File: config.mk
export PLATFORM = sky130hd
export DESIGN_NAME = pipeline_hazard_ctrl
export DESIGN_NICKNAME = d
export VERILOG_FILES = /design/src/rtl/pipeline_hazard_ctrl.sv
export SDC_FILE = /design/constraint.sdc
export NUM_CORES = 1
export LEC_CHECK = 0
export CAP_MARGIN = 20
export CORE_UTILIZATION = 27
export DETAILED_ROUTE_END_ITERATION = 16
export PLACE_DENSITY = 0.84
export SLEW_MARGIN = 20
export SYNTH_ARGS = -nofsm -noshare
export SYNTH_HDL_FRONTEND = slang
export SYNTH_SLANG_ARGS = --single-unit
File: constraint.sdc
create_clock -name clk -period 2.1 [get_ports clk]
set_clock_uncertainty 0.2 [all_clocks]
set_input_delay 0.42 -clock clk [delete_from_list [all_inputs] [get_ports clk]]
set_output_delay 0.42 -clock clk [all_outputs]
set_load 0.005 [all_outputs]
File: src/rtl/pipeline_hazard_ctrl.sv
// Hazard controller for the 5-stage RV32 pipeline: EX forwarding selects, multi-cycle
// load-use stall and branch flush FSM. Define HAZARD_STATS_EN for stall/flush counters.
module pipeline_hazard_ctrl #(
   parameter int REG_ADDR_W   = 5,
   parameter int LOAD_LATENCY = 1,
   parameter int FLUSH_CYCLES = 1,
   parameter int CNT_W        = 4
) (
   input  logic                  clk,
   input  logic                  rst,
   input  logic [REG_ADDR_W-1:0] if_id_rs1,
   input  logic [REG_ADDR_W-1:0] if_id_rs2,
   input  logic [REG_ADDR_W-1:0] id_ex_rs1,
   input  logic [REG_ADDR_W-1:0] id_ex_rs2,
   input  logic [REG_ADDR_W-1:0] id_ex_rd,
   input  logic                  id_ex_mem_read,
   input  logic [REG_ADDR_W-1:0] ex_mem_rd,
   input  logic [REG_ADDR_W-1:0] mem_wb_rd,
   input  logic                  ex_mem_reg_write,
   input  logic                  mem_wb_reg_write,
   input  logic                  branch_taken,
   output logic                  stall,
   output logic                  bubble_ex,
   output logic                  flush,
   output logic [1:0]            fwd_a,
   output logic [1:0]            fwd_b,
   output logic                  busy,
   output logic [31:0]           stall_cnt,
   output logic [31:0]           flush_cnt
);

   typedef enum logic [1:0] {ST_IDLE, ST_LU_WAIT, ST_FLUSH} state_t;

   localparam logic [CNT_W-1:0] LU_RELOAD = CNT_W'(LOAD_LATENCY - 1);
   localparam logic [CNT_W-1:0] FL_RELOAD = CNT_W'(FLUSH_CYCLES - 1);

   state_t             r_state, w_state_nxt;
   logic [CNT_W-1:0]   r_cnt, w_cnt_nxt;
   logic               w_lu;

   always_comb begin
      fwd_a = 2'b00;
      if (ex_mem_reg_write && ex_mem_rd != '0 && ex_mem_rd == id_ex_rs1)
         fwd_a = 2'b10;
      else if (mem_wb_reg_write && mem_wb_rd != '0 && mem_wb_rd == id_ex_rs1)
         fwd_a = 2'b01;
   end

   always_comb begin
      fwd_b = 2'b00;
      if (ex_mem_reg_write && ex_mem_rd != '0 && ex_mem_rd == id_ex_rs2)
         fwd_b = 2'b10;
      else if (mem_wb_reg_write && mem_wb_rd != '0 && mem_wb_rd == id_ex_rs2)
         fwd_b = 2'b01;
   end

   assign w_lu = id_ex_mem_read && (id_ex_rd != '0) &&
                 ((id_ex_rd == if_id_rs1) || (id_ex_rd == if_id_rs2));

   always_ff @(posedge clk or posedge rst) begin
      if (rst) begin
         r_state <= ST_IDLE;
         r_cnt   <= '0;
      end else begin
         r_state <= w_state_nxt;
         r_cnt   <= w_cnt_nxt;
      end
   end

   // The detection cycle counts as the first stall/flush cycle, so the counter holds the remainder.
   always_comb begin
      w_state_nxt = r_state;
      w_cnt_nxt   = r_cnt;
      if (branch_taken) begin
         if (FLUSH_CYCLES > 1) begin
            w_state_nxt = ST_FLUSH;
            w_cnt_nxt   = FL_RELOAD;
         end else begin
            w_state_nxt = ST_IDLE;
            w_cnt_nxt   = '0;
         end
      end else begin
         unique case (r_state)
            ST_IDLE: begin
               if (w_lu && LOAD_LATENCY > 1) begin
                  w_state_nxt = ST_LU_WAIT;
                  w_cnt_nxt   = LU_RELOAD;
               end
            end
            ST_LU_WAIT, ST_FLUSH: begin
               if (r_cnt <= CNT_W'(1)) begin
                  w_state_nxt = ST_IDLE;
                  w_cnt_nxt   = '0;
               end else begin
                  w_cnt_nxt   = r_cnt - 1'b1;
               end
            end
            default: begin
               w_state_nxt = ST_IDLE;
               w_cnt_nxt   = '0;
            end
         endcase
      end
   end

   always_comb begin
      stall     = 1'b0;
      bubble_ex = 1'b0;
      flush     = 1'b0;
      if (branch_taken) begin
         flush = 1'b1;
      end else begin
         unique case (r_state)
            ST_IDLE: begin
               stall     = w_lu;
               bubble_ex = w_lu;
            end
            ST_LU_WAIT: begin
               stall     = 1'b1;
               bubble_ex = 1'b1;
            end
            ST_FLUSH: flush = 1'b1;
            default: ;
         endcase
      end
   end

   assign busy = (r_state != ST_IDLE);

`ifdef HAZARD_STATS_EN
   logic [31:0] r_stall_cnt, r_flush_cnt;

   always_ff @(posedge clk or posedge rst) begin
      if (rst) begin
         r_stall_cnt <= '0;
         r_flush_cnt <= '0;
      end else begin
         if (stall && r_stall_cnt != '1)
            r_stall_cnt <= r_stall_cnt + 32'd1;
         if (flush && r_flush_cnt != '1)
            r_flush_cnt <= r_flush_cnt + 32'd1;
      end
   end

   assign stall_cnt = r_stall_cnt;
   assign flush_cnt = r_flush_cnt;
`else
   assign stall_cnt = '0;
   assign flush_cnt = '0;
`endif

endmodule

==> results.ini, run 1 <==
[layout]
area_growth_pct=49.8
num-nets-final=224
multiInputGateArea_um2=744
final_cells=225
n_sequential_cell=0
layout-drive-gt1-share_pct=31.5
num-clock-buffers=0
regArea_um2=0
final_cell_mix=conb_1, xor2_1, buf_4
diodes=0
nFillCells=329
mostFrequentLayoutCell=conb_1
finalCoreUtilization_pct=43.3
finalInstanceArea_um2=1360

[sta]
clock.fmax_ghz=0.423
setup_violations=4
min_period_ns=2.36
hold_viol=0
period_share_pct=113
rsz0062_at_grt=true
setup_slack_ns=-0.264
drv_slew=0
final.setup.tns_ns=-0.718

[grt]
grt_max_degree=4
grt_pass1_wl_um=2790
gr-total-overflow=0
grt_pass1_vias=657
antenna_found_initial=0
grt_usage_pct=10.1

[floorplanning]
initial_core_util_pct=28.9
die-area_um2=3590
die_x_um=59.9
core_region_area_um2=3130
io_pins=113
rows=20
die_h_um=59.9

[setup_path]
start_kind=input port
critPathKind=input port to primary output
required_ns=1.48
critPathArrivalTime_ns=1.74
critPathMaxFanout=2
cp-end-kind=primary output

[yosys]
ys_seq_area_share_pct=0
mappedNetlistArea_um2=905
yosys_warnings=0
synth_cell_types=14
synthCells=118
synth.avg_cell_area_um2=7.67

[job]
drv_cap=0

[pwr]
ir_worst_vdd_mv=0.0594
p_per_area_nw_per_um2=161
p_leak_nw=0.711

[clocking]
cts_hold_buffers=0

[routing]
routed_wl_um=2020
ant_nets=0
drc=0
vias=770
dr.pass1.iters=2
drt_iter0_drc=4
via_per_inst=3.42
wl_per_cell_um=8.98

[status]
status=complete, but fails checks
violations=negative setup slack

[placement]
dpl-instance-area_um2=1280
dp_cells=222
gp_congestion=0.773
io_buffer_count=46
hpwl_um=1640
place_ws_ns=-1.02

[min_path]
min_path_type=input port to primary output

==> metal layers <==
metal	part of all wire [%]	global-route usage, %
met5	0	0
met4	0	0
met3	6.9	0.216
met2	64	23.7
met1	29	9.65
==> through the flow <==
step	power [mW]	hold WS, ns
after floorplan	0.167	0.721
final	0.218	1.07
after CTS	0.203	1.18
after global routing	0.241	1.11
after detailed placement	0.205	1.51
after global placement	0.203	1.51
==> final cells by class <==
| cell class | instances | share of cell area [%] |
|---|---|---|
| well taps | 44 | 4.06 |
| repair buffers | 66 | 41.0 |
| multi-input cells | 115 | 54.9 |
==> critical path: stages <==
cell	delay, ns
buf_6	0.10
or4_4	0.54
o21ai_4	0.22
nor4_4	0.05
buf_4	0.14
nor4_2	0.12
buf_2	0.15
==> final timing paths <==
check / startpoint / to / slack, ns / depth (start not counted)
max: ex_mem_rd[1] / fwd_a[0] / -0.26 / 7
min: if_id_rs1[1] / stall / 1.07 / 5
==> cells in the mapped netlist, drive strengths merged <==
master	instances	area share (%)
buf	67	56
xor2	20	19
xnor2	10	9.7
or4	5	4.1
nand3	4	2.2
nor4	4	4.1
o21ai	3	2.1
nor3	2	1.1
a21oi	1	0.55
conb	1	0.41
nor2b	1	0.69
==> report_power, final <==
group	leakage, nW	internal (mW)	switching (mW)	total, mW
sequential	0	0	0	0
clock	0	0	0	0
combinational	0.711	0.112	0.106	0.218
total	0.711	0.112	0.106	0.218
==> cell families (layout without fill, tap and decap cells) <==
| logic type | after synthesis | in the layout | synth area share (%) |
|---|---|---|---|
| AO/OA/AOI/OAI | 4 | 4 | 2.63 |
| XOR/XNOR | 30 | 30 | 29.0 |
| buffers and inverters | 67 | 66 | 55.6 |
| other | 1 | 65 | 0.415 |
| AND/OR/NAND/NOR | 16 | 16 | 12.3 |
==> timing repair <==
| item | in CTS | in global routing |
|---|---|---|
| resized for setup | 96 | 24 |
| setup buffers | 3 | 1 |
| pin swaps | 18 | 17 |
| endpoints found under the setup margin | 6 | 6 |
No activity file was read; power rests on OpenSTA's default activity.
==> inputs of run 2 (changes only) <==
SLEW_MARGIN = unset   (was 20)
==> results of run 2 <==
Final layout, timing and power as in run 1 (identical DEF).
==> inputs of run 3 (changes only) <==
CELL_PAD_IN_SITES_DETAIL_PLACEMENT = 1   (was unset)
CELL_PAD_IN_SITES_GLOBAL_PLACEMENT = 1   (was unset)
CORE_ASPECT_RATIO = 0.75   (was unset)
CORE_UTILIZATION = 16   (was 27)
PLACE_DENSITY = unset   (was 0.84)
PLACE_DENSITY_LB_ADDON = 0.1   (was unset)
==> results.ini, run 3 (synthesis gave the netlist of run 1 again) <==
[layout]
mostFrequentLayoutCell=conb_1
final_cell_mix=conb_1, xor2_1, buf_2
diodes=0
num-nets-final=223
finalCoreUtilization_pct=25.9
final_cells=255
area_growth_pct=53.8
n_sequential_cell=0
num-clock-buffers=0
regArea_um2=0
layout-drive-gt1-share_pct=36.7

[grt]
antenna_found_initial=0
gr-total-overflow=0
grt_max_degree=4
grt_pass1_vias=735
grt_usage_pct=7.95
grt_pass1_wl_um=3650

[sta]
setup_slack_ns=-0.222
hold_viol=0
drv_slew=0
min_period_ns=2.32
period_share_pct=111
setup_violations=4
clock.fmax_ghz=0.431
rsz0062_at_grt=true

[pwr]
p_leak_nw=0.701
ir_worst_vdd_mv=0.0441
p_per_area_nw_per_um2=169

[placement]
gp_congestion=0.741
hpwl_um=2410
dp_cells=255
place_ws_ns=-1.02
io_buffer_count=46

[clocking]
cts_hold_buffers=0

[setup_path]
required_ns=1.48
critPathMaxFanout=2
cp-end-kind=primary output
start_kind=input port
critPathKind=input port to primary output
critPathArrivalTime_ns=1.70

[floorplanning]
initial_core_util_pct=16.8
rows=23
die-area_um2=5960
die_h_um=67.1
core_region_area_um2=5380
io_pins=113
die_x_um=88.8

[status]
status=complete, but fails checks
violations=negative setup slack

[routing]
drt_iter0_drc=5
ant_nets=0
drc=0
vias=766
via_per_inst=3.00
wl_per_cell_um=10.1
dr.pass1.iters=3
routed_wl_um=2570

[min_path]
hold_depth=4
min_path_type=input port to primary output

[job]
drv_cap=0

-- run 3: power breakdown --
group          internal (mW)  switching [mW]
combinational          0.121           0.115
sequential                 0               0
clock                      0               0
total                  0.121           0.115
-- run 3: final cells by class --
cell class / count / area, um^2
Tap cell: 75 / 93.8
Fill cell: 673 / 3990
Timing Repair Buffer: 65 / 514
Multi-Input combinational cell: 115 / 783
-- run 3: through the flow --
step | instance area (um^2) | power (mW) | TNS (ns) | hold WS (ns)
final | 1390 | 0.235 | -0.451 | 1.05
after global routing | 1390 | 0.260 | -0.622 | 1.08
after CTS | 1380 | 0.228 | -0.468 | 1.15
after detailed placement | 1340 | 0.218 | -4.95 | 1.51
after global placement | 1340 | 0.219 | -5.15 | 1.51
after floorplan | 1140 | 0.167 | 0 | 0.721
-- run 3: worst paths after layout --
path / start / end / slack (ns)
max: mem_wb_rd[1] / fwd_b[0] / -0.22
min: id_ex_rd[0] / stall / 1.05
-- run 3: critical path, cell delays in order --
cell    delay, ns
buf_6        0.10
buf_6        0.11
xor2_1       0.14
or4_4        0.52
nor4_2       0.27
buf_2        0.15
-- run 3: routing by layer --
metal | GRT usage (%) | up-vias | part of all wire [%]
met5 | 0 | - | 0
met4 | 0 | 0 | 0
met3 | 0.124 | 0 | 5.1
met2 | 16.3 | 44 | 57
met1 | 9.72 | 347 | 38
li1 | - | 375 | -
-- run 3: what timing repair did --
action | in CTS | in global routing
setup endpoints to repair | 6 | 6
buffers inserted | 1 | 0
pin swaps | 26 | 9
gates resized for setup | 137 | 10
endpoints found under the hold margin | 0 | 0
==> variant 1, RTL diff (config.mk and constraints of run 2) <==
Add a define of `HAZARD_STATS_EN`.
--- a/src/rtl/pipeline_hazard_ctrl.sv
+++ b/src/rtl/pipeline_hazard_ctrl.sv
@@ -2,2 +2,4 @@
 // load-use stall and branch flush FSM. Define HAZARD_STATS_EN for stall/flush counters.
+`define HAZARD_STATS_EN
+
 module pipeline_hazard_ctrl #(
Function: changed (Yosys sat finds a counterexample within 4 cycles, from zero or initial values and one cycle with rst high).
==> variant 1 against run 2 <==
  * The flow still finishes with violations (setup timing)
  * Sequential cell count increased by 64
  * Design area increased to 4.5 times the old value
  * Routed wire length increased to 5.6 times the old value
  * Worst setup slack improved by 0.060 ns
  * Area after synthesis increased to 3.9 times the old value
  * Die area increased to 3.8 times the old value
  * Hold slack got worse by 0.78 ns
  * Critical path depth decreased by 1
  * Sequential share of layout area increased by 26 points
  * First-iteration DRC count increased to 67 times the old value
  * Utilization increased by 4.9 points
  * Via count increased to 4.6 times the old value
Power is left out: it rests on default switching activity, and per cell area and clock period it moved more than threefold.
==> variant 1: results (changes against run 2) <==
set qor(grt_start_max_net_pins) 65 ;# +61
set qor(dpl_cell_area_um2) 5470 ;# +330%
set qor(top_layer_used) {met4}
set qor(violations) {setup timing}
set qor(timing.hold.worst.class) {reg -> reg}
set qor(placement.setup.worst_slack_ns) -1.11 ;# -0.0864 ns
set qor(hold_violations) 0 ;# unchanged
set qor(post_synth_num_cell_types) 48 ;# +34
set qor(finalWeightedCongestion) 0.874 ;# +13%
set qor(instances_no_fill) 733 ;# +230%
set qor(ys.warnings.count) 0 ;# unchanged
set qor(number_of_global_route_vias_before_repair) 3629 ;# +450%
set qor(post_synth_most_frequent_cells) {sky130_fd_sc_hd__dfrtp_1 (64), sky130_fd_sc_hd__xnor2_1 (48), sky130_fd_sc_hd__xor2_1 (40)}
set qor(finalSetupViolations) 6 ;# +2
set qor(number_of_h_tree_levels) 3
set qor(globalRouteMet2Util) 0.290 ;# +0.0530
set qor(clock_insertion_delay_worst_skew_ns) 0.33
set qor(routedLengthMet1_um) 4500 ;# +670%
set qor(max-clock-path-buffers) 2
set qor(wire_per_inst_um) 15.6 ;# +73%
set qor(final_nets) 599 ;# +170%
set qor(setup_total_negative_slack_ns) -0.524 ;# +0.193 ns
set qor(grt_antenna_before_repair) 0 ;# unchanged
set qor(grt_use_total) 0.164 ;# +0.0630
set qor(cells_taking_the_most_area_after_synthesis) {sky130_fd_sc_hd__dfrtp_1 (45%), sky130_fd_sc_hd__xnor2_1 (12%), sky130_fd_sc_hd__xor2_1 (9.9%)}
set qor(drtPass1Iterations) 4 ;# +2
set qor(final.setup.worst_slack_ns) -0.204 ;# +0.0596 ns
set qor(run_status) {finished with violations}
set qor(detailedRoute.firstIterationViolations) 267 ;# +263
set qor(drive_gt1_frac) 0.362 ;# +0.0469
set qor(ctsRootBufferMaster) {sky130_fd_sc_hd__clkbuf_16}
set qor(crit_path_max_fanout) 2 ;# unchanged
set qor(grt_use_met1) 0.189 ;# +0.0928
set qor(grt_first_pass_wirelength_um) 17400 ;# +520%
set qor(cp_data_arrival_time_ns) 1.68 ;# -0.06 ns
set qor(detailed_place_hpwl_um) 7980 ;# +390%
set qor(grtUsageMet3) 0.0514 ;# +0.0492
set qor(met2WireLength_um) 6130 ;# +370%
set qor(placed_cells) 705 ;# +220%
set qor(synth_area_per_cell_um2) 10.2 ;# +34%
set qor(met3RoutedLength_um) 557 ;# +300%
set qor(seq_area_frac_synth) 0.451 ;# +0.451
set qor(numPortBuffers) 111 ;# +140%
set qor(clkTransAtPathRegs_ns) 0.05
set qor(detailroute.via_count) 3514 ;# +360%
## variant 1: critical path: stages
cell and delay, ns:
sky130_fd_sc_hd__buf_6 0.09, sky130_fd_sc_hd__buf_6 0.11, sky130_fd_sc_hd__xor2_1 0.14, sky130_fd_sc_hd__or4_4 0.50
sky130_fd_sc_hd__nor4_2 0.27, sky130_fd_sc_hd__buf_2 0.15
## variant 1: worst paths after layout
path                               startpoint  depth (start not counted)            end  slack, ns
worst min-delay path             stall_cnt[7]                          1   stall_cnt[7]       0.29
max in group asynchronous                 rst                          3   stall_cnt[1]       1.09
worst max-delay path             mem_wb_rd[1]                          6       fwd_b[0]      -0.20
worst min register to register   stall_cnt[7]                          1   stall_cnt[7]       0.29
min in group asynchronous                 rst                          3  stall_cnt[20]       0.35
worst max register to register  flush_cnt[14]                          5   flush_cnt[1]      -0.03
## variant 1: cell families after synthesis
group	count (synthesis)	share of synthesized area
adder cells (fa/ha/maj)	2	0.00704
AND/OR/NAND/NOR	160	0.263
AO/OA/AOI/OAI	16	0.0306
multiplexers	2	0.00634
flip-flops	64	0.451
XOR/XNOR	89	0.222
buffers and inverters	13	0.0197
other	1	0.00106
## variant 1: cell type report
cell class,count,area (um2)
multi-input cells,270,2200
fillers,1161,6590
repair buffers,205,1770
well taps,172,215
clock inverters,5,80.1
flip-flops and latches,64,1600
inverters,6,28.8
clock buffers,11,243
## variant 1: repair_timing
| action | in CTS | in global routing |
|---|---|---|
| gates resized for setup | 152 | 56 |
| hold endpoints to repair | 0 | 0 |
| pin swaps | 25 | 32 |
| hold buffers | 0 | 0 |
| setup buffers | 4 | 10 |
| setup endpoints to repair | 41 | 39 |
==> variant 2, RTL diff (config.mk and constraints of run 2) <==
Without the edit above. The parameter `REG_ADDR_W` goes from 5 to 3.
--- a/src/rtl/pipeline_hazard_ctrl.sv
+++ b/src/rtl/pipeline_hazard_ctrl.sv
@@ -3,3 +3,3 @@
 module pipeline_hazard_ctrl #(
-   parameter int REG_ADDR_W   = 5,
+   parameter int REG_ADDR_W   = 3,
    parameter int LOAD_LATENCY = 1,
Ports: changed (7 resized); port bits go from 113 to 99. No check against the original RTL was run, so the function may have changed too.
==> variant 2 against run 2 <==
  * Worst setup slack better by 0.34 ns
  * Power down 35%
  * Routed wire length down 37%
  * Global-route usage down 2.5 points
  * Design area down 35%
  * Critical path type unchanged
  * Area after synthesis down 15%
==> variant 2: results (changes against run 2) <==
set qor(run_status) {complete, no violations}
set qor(met3RoutedLength_um) 163 ;# +16%
set qor(timing.critical_path.from) {if_id_rs1[0]}
set qor(flops_and_latches) 0 ;# unchanged
set qor(numPortBuffers) 32 ;# -30%
set qor(detailroute.via_count) 543 ;# -29%
set qor(cells_taking_the_most_area_after_synthesis) {sky130_fd_sc_hd__buf_4 (66%), sky130_fd_sc_hd__xnor2_1 (11%), sky130_fd_sc_hd__xor2_1 (6.9%)}
set qor(grt_start_max_net_pins) 6 ;# +2
set qor(wire_per_inst_um) 7.72 ;# -14%
set qor(number_of_global_route_vias_before_repair) 393 ;# -40%
set qor(placement.setup.worst_slack_ns) -0.607 ;# +0.414 ns
set qor(routedLengthMet1_um) 371 ;# -36%
set qor(cp_data_arrival_time_ns) 1.41 ;# -0.33 ns
set qor(drive_gt1_frac) 0.149 ;# -0.166
set qor(grt_use_total) 0.0761 ;# -0.0247
set qor(synthesized_area_fraction_occupied_by_ao_oa_aoi_and_oai_cells) 0.0638 ;# +0.0376
set qor(grtUsageMet3) 0.0117 ;# +0.00955
set qor(detailed_place_hpwl_um) 1110 ;# -33%
set qor(grt_use_met1) 0.0822 ;# -0.0144
set qor(power.leakage_nw) 0.483 ;# -32%
set qor(globalRouteMet2Util) 0.160 ;# -0.0764
set qor(post_synth_xor_area_fraction) 0.183 ;# -0.107
set qor(detailedRoute.firstIterationViolations) 7 ;# +3
set qor(placed_cells) 164 ;# -26%
set qor(post_synth_num_cell_types) 15 ;# +1
set qor(crit_path_end) {stall}
==> variant 2: changes by cell type in the layout (fill, tap and decap cells not counted), sizes merged, moves of 2 or more <==
cell	run 2	this run
clkdlybuf4s15	9	2
xor2	20	6
and2	0	2
or4	5	0
clkbuf	5	3
buf	32	9
nand3	4	2
o21ai	3	0
nor4	4	2
o211ai	0	2
o31ai	0	2
dlygate4sd2	10	12
nor2	0	2
==> variant 2: repair_timing <==
| action | CTS | global route |
|---|---|---|
| endpoints found under the setup margin | 6 | 5 |
| hold endpoints to repair | 0 | 0 |
| pin swaps | 5 | 7 |
| gates resized for setup | 45 | 8 |
==> variant 2: critical path, cell delays in order <==
cell,delay [ns]
sky130_fd_sc_hd__clkdlybuf4s50_1,0.41
sky130_fd_sc_hd__and2_1,0.15
sky130_fd_sc_hd__o211ai_1,0.19
sky130_fd_sc_hd__a21oi_2,0.09
sky130_fd_sc_hd__buf_2,0.14
==> variant 2: power breakdown <==
part           switching, W  total (W)  internal, W
logic             0.0000755   0.000142    0.0000663
registers                 0          0            0
clock network             0          0            0
==> variant 2: how the worst min path moves through the flow <==
stage                     startpoint        end  slack [ns]  cells past startpoint
detailed placement      branch_taken      flush        1.51                      2
global placement        branch_taken      flush        1.52                      2
global route            if_id_rs1[1]  bubble_ex        1.14                      5
floorplan               branch_taken      flush        0.72                      1
finish                  if_id_rs1[2]  bubble_ex        1.11                      5
CTS                 ex_mem_reg_write   fwd_b[1]        1.14                      4
==> variant 2: final cells by class <==
type | instances | area (um2)
well taps | 30 | 37.5
repair buffers | 36 | 300
inverters | 1 | 3.75
fillers | 277 | 1680
multi-input cells | 97 | 544
